--- config.mk ---
export PLATFORM = sky130hd
export DESIGN_NAME = dbus_arbiter
export DESIGN_NICKNAME = d
export VERILOG_FILES = /design/src/rtl/dbus_arbiter.sv
export SDC_FILE = /design/constraint.sdc
export NUM_CORES = 1
export LEC_CHECK = 0
export ABC_AREA = 1
export CELL_PAD_IN_SITES_DETAIL_PLACEMENT = 2
export CELL_PAD_IN_SITES_GLOBAL_PLACEMENT = 2
export CORE_MARGIN = 1.5
export CORE_UTILIZATION = 15
export CTS_BUF_LIST = sky130_fd_sc_hd__clkbuf_2 sky130_fd_sc_hd__clkbuf_4 sky130_fd_sc_hd__clkbuf_8
export CTS_CLUSTER_DIAMETER = 100
export DETAILED_ROUTE_END_ITERATION = 8
export PLACE_DENSITY = 0.79
export SETUP_SLACK_MARGIN = 0.15
export SLEW_MARGIN = 30
export SYNTH_ARGS = -nofsm -noshare
export SYNTH_HDL_FRONTEND = slang
export SYNTH_SLANG_ARGS = --single-unit
--- constraint.sdc ---
create_clock -name clk -period 1.6 [get_ports clk]
set_clock_uncertainty 0.15 [all_clocks]
set_input_delay 0.24 -clock clk [delete_from_list [all_inputs] [get_ports clk]]
set_output_delay 0.24 -clock clk [all_outputs]
set_load 0.005 [all_outputs]
--- src/rtl/dbus_arbiter.sv ---
// rtl/dbus_arbiter.sv - shares the single data-bus port between the LSU and the page-table walker
// One transaction outstanding at a time; bus request fields are registered, responses steered to the owner.
module dbus_arbiter #(
   parameter int ADDR_W  = 32,
   parameter int DATA_W  = 32,
   parameter int PTW_MAX = 4
) (
   input  logic                clk,
   input  logic                rst,
   input  logic                lsu_req_i,
   input  logic                lsu_w_en_i,
   input  logic [ADDR_W-1:0]   lsu_addr_i,
   input  logic [DATA_W-1:0]   lsu_wdata_i,
   input  logic [DATA_W/8-1:0] lsu_sel_i,
   input  logic                lsu_flush_i,
   output logic                lsu_ack_o,
   output logic [DATA_W-1:0]   lsu_rdata_o,
   input  logic                ptw_req_i,
   input  logic [ADDR_W-1:0]   ptw_addr_i,
   output logic                ptw_ack_o,
   output logic [DATA_W-1:0]   ptw_rdata_o,
   output logic                dbus_req_o,
   output logic                dbus_w_en_o,
   output logic [ADDR_W-1:0]   dbus_addr_o,
   output logic [DATA_W-1:0]   dbus_wdata_o,
   output logic [DATA_W/8-1:0] dbus_sel_o,
   input  logic                dbus_ack_i,
   input  logic [DATA_W-1:0]   dbus_rdata_i,
   output logic                arb_busy_o
);

   localparam logic [3:0] CNT_MAX = 4'(PTW_MAX);

   typedef enum logic [1:0] {
      IDLE     = 2'd0,
      BUSY_LSU = 2'd1,
      BUSY_PTW = 2'd2,
      DRAIN    = 2'd3
   } state_t;

   state_t     state;
   state_t     state_nxt;
   logic [3:0] ptw_cnt;
   logic       lsu_elig;
   logic       ptw_win;
   logic       lsu_win;

   always_ff @(posedge clk) begin
      if (rst) state <= IDLE;
      else     state <= state_nxt;
   end

   // The PTW normally has priority; the counter lets a waiting LSU through after PTW_MAX walker grants.
   always_comb begin
      state_nxt   = state;
      lsu_ack_o   = 1'b0;
      ptw_ack_o   = 1'b0;
      lsu_rdata_o = '0;
      ptw_rdata_o = '0;
      lsu_elig    = lsu_req_i & ~lsu_flush_i;
      ptw_win     = 1'b0;
      lsu_win     = 1'b0;
      case (state)
         IDLE: begin
            ptw_win = ptw_req_i & ~(lsu_elig & (ptw_cnt == CNT_MAX));
            lsu_win = lsu_elig & ~ptw_win;
            if (ptw_win)      state_nxt = BUSY_PTW;
            else if (lsu_win) state_nxt = BUSY_LSU;
         end
         BUSY_LSU: begin
            if (dbus_ack_i) begin
               state_nxt = IDLE;
               // A flush coinciding with the ack squashes the response.
               if (!lsu_flush_i) begin
                  lsu_ack_o   = 1'b1;
                  lsu_rdata_o = dbus_rdata_i;
               end
            end else if (lsu_flush_i) begin
               state_nxt = DRAIN;
            end
         end
         BUSY_PTW: begin
            if (dbus_ack_i) begin
               state_nxt   = IDLE;
               ptw_ack_o   = 1'b1;
               ptw_rdata_o = dbus_rdata_i;
            end
         end
         DRAIN: begin
            if (dbus_ack_i) state_nxt = IDLE;
         end
         default: state_nxt = IDLE;
      endcase
   end

   always_ff @(posedge clk) begin
      if (rst) begin
         ptw_cnt      <= '0;
         dbus_req_o   <= 1'b0;
         dbus_w_en_o  <= 1'b0;
         dbus_addr_o  <= '0;
         dbus_wdata_o <= '0;
         dbus_sel_o   <= '0;
      end else if (ptw_win) begin
         dbus_req_o  <= 1'b1;
         dbus_w_en_o <= 1'b0;
         dbus_addr_o <= ptw_addr_i;
         dbus_sel_o  <= '1;
         if (lsu_req_i && (ptw_cnt != CNT_MAX)) ptw_cnt <= ptw_cnt + 4'd1;
      end else if (lsu_win) begin
         dbus_req_o   <= 1'b1;
         dbus_w_en_o  <= lsu_w_en_i;
         dbus_addr_o  <= lsu_addr_i;
         dbus_wdata_o <= lsu_wdata_i;
         dbus_sel_o   <= lsu_sel_i;
         ptw_cnt      <= '0;
      end else if ((state != IDLE) && dbus_ack_i) begin
         dbus_req_o <= 1'b0;
      end
   end

   assign arb_busy_o = (state != IDLE);

endmodule

==> results.py, run 1 <==
metrics = {
    "placed_design": {
        "pre_cts_slack_ns": -0.565,
        "dp.cells": 1216,
        "port_buffers": 275,
        "place.gp.congestion": 0.749,
        "hpwl_mm": 13.8,
        "place_area_um2": 7170,
    },
    "worst_setup_path": {
        "worstReg2RegEnd": "dbus_wdata_o[5]$_SDFFE_PP0P_",
        "cp-end-kind": "output port",
        "cpMaxStageDelayCell": "clkdlybuf4s50_1",
        "critPathCapture": "lsu_rdata_o[17]",
        "worst-setup-path-type": "in -> out",
        "critPathMaxFanout": 8,
        "worstPathRequired_ns": 1.21,
        "path_cells": "clkdlybuf4s50_1 > nand3_4 > buf_12 > buf_6 > buf_16 > nor2_2 > buf_2",
        "worst_setup_path_start_kind": "input port",
        "r2r_slack_ns": -0.48,
        "crit_start": "dbus_ack_i",
        "cpPeakStageDelay_ns": 0.64,
        "cp_data_arrival_time_ns": 1.72,
        "r2r_cells": 12,
        "r2r-start": "state[0]$_SDFFE_PP0P_",
    },
    "routing": {
        "drt_iter0_drc": 113,
        "via_per_inst": 4.16,
        "vias": 5518,
        "wirelength_mm": 26.1,
        "first_pass_iters": 4,
        "drc": 0,
        "wl_met2_mm": 14.1,
        "route.layer.met1.wl_mm": 9.57,
        "wl_met3_mm": 1.78,
        "routed.top_layer": "met4",
        "wire_per_inst_um": 19.7,
        "drt.antenna.violating_nets": 0,
    },
    "floorplanning": {
        "ioPinCount": 276,
        "coreArea_um2": 25200,
        "die_x_um": 163,
        "dieArea_um2": 26600,
        "die_y_um": 163,
        "rows": 58,
        "initial_core_util_pct": 15.3,
    },
    "min_path": {
        "holdPathStages": 2,
        "hp-class": "in -> reg",
    },
    "yosys": {
        "synth.net_count": 752,
        "synth.area.top_cells": "dfxtp_1, nor2_1, nand2_1",
        "synth_edf_count": 0,
        "syn_inst": 611,
        "synth_area_leader_cell": "dfxtp_1",
        "yosysWarnings": 0,
        "synth_area_um2": 3850,
        "synth_cell_types": 27,
        "synth_top_area_share_pct": 39.5,
        "synthArstFlopShare_pct": 0,
        "syn_area_per_cell_um2": 6.30,
        "ys_seq_area_share_pct": 39.5,
        "ys_ff_latch": 76,
        "ys.flop_type": "dfxtp_1",
    },
    "timing": {
        "fmax_mhz": 475,
        "hold_slack_ns": 0.106,
        "max_slew_margin_pct": 75.8,
        "fin_crit_sh_pct": 132,
        "rsz0062_at_grt": "true",
        "final_max_slew_viol_count": 0,
        "fin_tns_setup_ns": -57.91,
        "hold_viol_final": 0,
        "finalSetupViolations": 142,
        "worst_pin_slew_ns": 0.362,
        "timing.final.ws_setup_ns": -0.507,
        "min_period_ns": 2.11,
    },
    "grt": {
        "first_global_vias": 5934,
        "grt_max_degree": 35,
        "grt_pass1_wl_mm": 35.0,
        "antenna_found_initial": 1,
        "grt_overflow": 0,
        "grt_use_total_pct": 17.5,
    },
    "cells_and_area": {
        "layout.nets": 1133,
        "fin_cells": 1328,
        "syn_to_final_growth_pct": 151,
        "drive_gt1_share_pct": 43.3,
        "design_area_um2": 9670,
        "utilization_pct": 38.4,
    },
    "clocking": {
        "ctsHtreeMaxLevel": 3,
        "cts_tree": "built",
        "cts_root_buffer": "clkbuf_8",
        "insertion_delay_ns": 0.38,
        "path_clk_slew_ns": 0.11,
        "numCtsBuffers": 9,
        "clkSinkCount": 76,
        "cts_buffer_depth": 2,
    },
    "pwr": {
        "vdd.ir_drop.worst_v": 0.000380,
        "power-per-cell-area_nw_per_um2": 901,
        "p_leak_nw": 4.61,
        "total_power_mw": 8.71,
    },
    "run_status": {
        "violations": "negative setup slack",
        "status": "complete, but fails checks",
    },
    "run": {
        "maxCapViolCount": 0,
    },
}
[state kept, by name, indices dropped and copies added (netlist names)]
| signal | flops |
|---|---|
| dbus_req_o | 1 |
| dbus_wdata_o | 32 |
| state | 2 |
| dbus_addr_o | 32 |
| dbus_sel_o | 4 |
| dbus_w_en_o | 1 |
| ptw_cnt | 4 |
[Yosys cell counts, types with 2 or more instances]
master,count
nor2_1,200
nand2_1,115
dfxtp_1,76
inv_1,76
nand3_1,40
o21ai_0,27
clkbuf_1,14
a21oi_1,12
buf_6,12
o21ai_1,12
buf_2,5
buf_4,3
inv_2,3
ha_1,2
nand2_2,2
[cell usage in the layout, fill, tap and decap left out, types with 35 or more instances in the layout]
cell             Yosys  layout
clkdlybuf4s50_1      0     137
nand2_1            115      99
nor2_1             200      91
nor2_2               1      74
inv_1               76      69
buf_2                5      60
dlygate4sd2_1        0      60
dfxtp_1             76      53
nor2_4               1      37
buf_6               12      35
[cells by family after synthesis]
logic type | Yosys count | synth area share, %
flip-flops | 76 | 39.5
AND/OR/NAND/NOR | 363 | 38.0
buffers and inverters | 115 | 14.0
adder cells (fa/ha/maj) | 2 | 0.650
AO/OA/AOI/OAI | 53 | 7.25
XOR/XNOR | 2 | 0.455
[cell type report]
| class | instances | area (um2) |
|---|---|---|
| sequential | 76 | 1550 |
| fill | 2799 | 15500 |
| antenna | 1 | 2.50 |
| timing repair buffer | 405 | 4570 |
| inverter | 80 | 347 |
| multi-input combinational | 420 | 2590 |
| tap | 330 | 413 |
| clock buffer | 9 | 124 |
| clock inverter | 7 | 68.8 |
[layer usage]
| metal | vias up | global-route usage (%) |
|---|---|---|
| li1 | 2611 | - |
| met1 | 2657 | 18.3 |
| met2 | 214 | 33.3 |
| met3 | 36 | 5.23 |
| met4 | 0 | 4.67 |
| met5 | - | 0 |
[how the worst min path moves through the flow]
stage                                        start                  endpoint  slack (ns)
after floorplan                         lsu_w_en_i  dbus_w_en_o$_SDFFE_PP0P_        0.23
after CTS                                      rst   dbus_req_o$_SDFFE_PP0P_        0.08
after detailed placement  dbus_w_en_o$_SDFFE_PP0P_  dbus_w_en_o$_SDFFE_PP0P_        0.30
after global placement    dbus_w_en_o$_SDFFE_PP0P_  dbus_w_en_o$_SDFFE_PP0P_        0.30
final                                          rst   ptw_cnt[2]$_SDFFE_PP0P_        0.11
after global routing                           rst   ptw_cnt[2]$_SDFFE_PP0P_        0.11
[power by group]
part           internal (mW)  total [mW]  switching, mW
Clock                  0.602        1.54          0.938
Sequential              2.17        2.35          0.175
Combinational           2.71        4.82           2.12
[worst max-delay path, delay by kind of cell]
kind | cells | cell delay [ns]
buffers and inverters | 5 | 1.21
and+or+nand+nor | 2 | 0.26
[what timing repair did]
item / CTS / global route
pin swaps: 22 / 19
endpoints found under the setup margin: 212 / 151
gates resized for setup: 545 / 151
cloned: 27 / 7
buffers inserted: 46 / 15
hold buffers: 0 / 0
Power figures use the tool's default switching activity.
==> run 2: changes to the inputs <==
--- a/config.mk
+++ b/config.mk
@@ -14,6 +14,7 @@
 export CTS_CLUSTER_DIAMETER = 100
 export DETAILED_ROUTE_END_ITERATION = 8
 export PLACE_DENSITY = 0.79
+export RECOVER_POWER = 100
 export SETUP_SLACK_MARGIN = 0.15
 export SLEW_MARGIN = 30
 export SYNTH_ARGS = -nofsm -noshare
==> results.py, run 2 (same netlist as run 1, synthesis figures left out) <==
metrics = {
    "run_status": {
        "status": "complete, but fails checks",
        "violations": "negative setup slack",
    },
    "worst_setup_path": {
        "cp_data_arrival_time_ns": 1.72,
        "cp-end-kind": "output port",
        "r2r-start": "state[0]$_SDFFE_PP0P_",
        "r2r_slack_ns": -0.48,
        "cpPeakStageDelay_ns": 0.64,
        "worstPathRequired_ns": 1.21,
        "cpMaxStageDelayCell": "clkdlybuf4s50_1",
        "worstReg2RegEnd": "dbus_wdata_o[5]$_SDFFE_PP0P_",
        "path_cells": "clkdlybuf4s50_1 > nand3_4 > buf_12 > buf_6 > buf_16 > nor2_2 > buf_2",
        "worst-setup-path-type": "in -> out",
        "critPathMaxFanout": 8,
        "worst_setup_path_start_kind": "input port",
        "r2r_cells": 12,
    },
    "timing": {
        "final_max_slew_viol_count": 0,
        "min_period_ns": 2.11,
        "timing.final.ws_setup_ns": -0.507,
        "max_slew_margin_pct": 75.8,
        "fin_crit_sh_pct": 132,
        "hold_viol_final": 0,
        "worst_pin_slew_ns": 0.362,
        "finalSetupViolations": 142,
        "fmax_mhz": 475,
        "rsz0062_at_grt": "true",
        "hold_slack_ns": 0.106,
    },
    "placed_design": {
        "place.gp.congestion": 0.749,
        "hpwl_mm": 13.8,
        "dp.cells": 1216,
        "port_buffers": 275,
        "pre_cts_slack_ns": -0.565,
    },
    "routing": {
        "drt_iter0_drc": 113,
        "first_pass_iters": 4,
        "vias": 5521,
        "wirelength_mm": 26.1,
        "via_per_inst": 4.16,
        "wire_per_inst_um": 19.7,
        "drt.antenna.violating_nets": 0,
        "drc": 0,
    },
    "floorplanning": {
        "rows": 58,
        "ioPinCount": 276,
        "initial_core_util_pct": 15.3,
        "dieArea_um2": 26600,
        "die_x_um": 163,
        "coreArea_um2": 25200,
        "die_y_um": 163,
    },
    "clocking": {
        "ctsHoldBuffers": 0,
        "path_clk_slew_ns": 0.11,
        "cts_tree": "built",
        "cts_root_buffer": "clkbuf_8",
        "cts_buffer_depth": 2,
        "ctsHtreeMaxLevel": 3,
        "insertion_delay_ns": 0.38,
        "clkSinkCount": 76,
        "numCtsBuffers": 9,
    },
    "min_path": {
        "holdPathStages": 2,
        "hp-class": "in -> reg",
        "worstHoldStart": "rst",
        "hold_end": "ptw_cnt[2]$_SDFFE_PP0P_",
    },
    "grt": {
        "antenna_found_initial": 1,
        "grt_max_degree": 35,
        "grt_overflow": 0,
        "grt_use_total_pct": 17.5,
        "grt_pass1_wl_mm": 35.0,
        "first_global_vias": 5934,
    },
    "cells_and_area": {
        "reg.largest.list": "dbus_addr_o: 32 flops, dbus_wdata_o: 32 flops",
        "fill_cells": 2801,
        "drive_gt1_share_pct": 43.1,
        "layout_commonest_cell": "clkdlybuf4s50_1",
        "syn_to_final_growth_pct": 151,
        "fin_cells": 1328,
        "final_cell_mix": "clkdlybuf4s50_1, nand2_1, nor2_1",
        "utilization_pct": 38.4,
        "layout.nets": 1133,
    },
    "pwr": {
        "vdd.ir_drop.worst_v": 0.000380,
        "p_leak_nw": 4.60,
        "power-per-cell-area_nw_per_um2": 901,
    },
    "run": {
        "maxCapViolCount": 0,
    },
}
run 2: cell count changes in the layout (fill, tap and decap cells not counted):
| cell | delta |
|---|---|
| clkbuf_1 | +1 |
| clkbuf_2 | -1 |
| dfxtp_1 | +1 |
| dfxtp_2 | -1 |
run 2: worst max path at each step:
stage / startpoint / to
floorplan: ptw_cnt[0]$_SDFFE_PP0P_ / dbus_addr_o[11]$_SDFFE_PP0P_
global placement: dbus_ack_i / lsu_rdata_o[4]
detailed placement: dbus_ack_i / lsu_rdata_o[20]
CTS: state[0]$_SDFFE_PP0P_ / lsu_rdata_o[9]
global route: state[0]$_SDFFE_PP0P_ / lsu_rdata_o[17]
finish: dbus_ack_i / lsu_rdata_o[17]
run 2: cell type report:
type                    instances  area, um2  share of cell area [%]
diodes                          1       2.50                  0.0259
clock buffers                   9        124                    1.28
clock inverters                 7       68.8                   0.712
inverters                      80        347                    3.58
multi-input cells             420       2590                    26.8
flip-flops and latches         76       1550                    16.0
well taps                     330        413                    4.27
repair buffers                405       4570                    47.3
run 2: what timing repair did:
| item | in CTS | in global routing |
|---|---|---|
| pin swaps | 22 | 19 |
| gates resized for setup | 545 | 151 |
| gates cloned | 27 | 7 |
| setup buffers | 46 | 15 |
| setup endpoints to repair | 212 | 151 |
run 2: worst max-delay path, delay by kind of cell:
| family | cells | cell delay (ns) |
|---|---|---|
| and+or+nand+nor | 2 | 0.26 |
| buffers and inverters | 5 | 1.21 |
run 2: routing by layer:
layer	vias up	wire, um	global-route usage (%)
met5	-	0	0
met4	0	721	4.67
met3	36	1780	5.23
met2	214	14100	33.3
met1	2660	9570	18.3
li1	2611	-	-
run 2: stage by stage:
step	power (mW)	setup TNS, ns	cell area [um2]
finish	8.71	-57.91	9670
global route	9.24	-68.59	9670
CTS	8.13	-42.99	8790
detailed placement	5.07	-60.59	7170
global placement	4.99	-56.75	7170
floorplan	3.50	0	3860
run 2: power by group:
part	leakage, nW	internal [mW]	switching [mW]
Combinational	3.88	2.70	2.12
Sequential	0.633	2.17	0.174
Clock	0.0911	0.602	0.938
Total	4.60	5.48	3.23
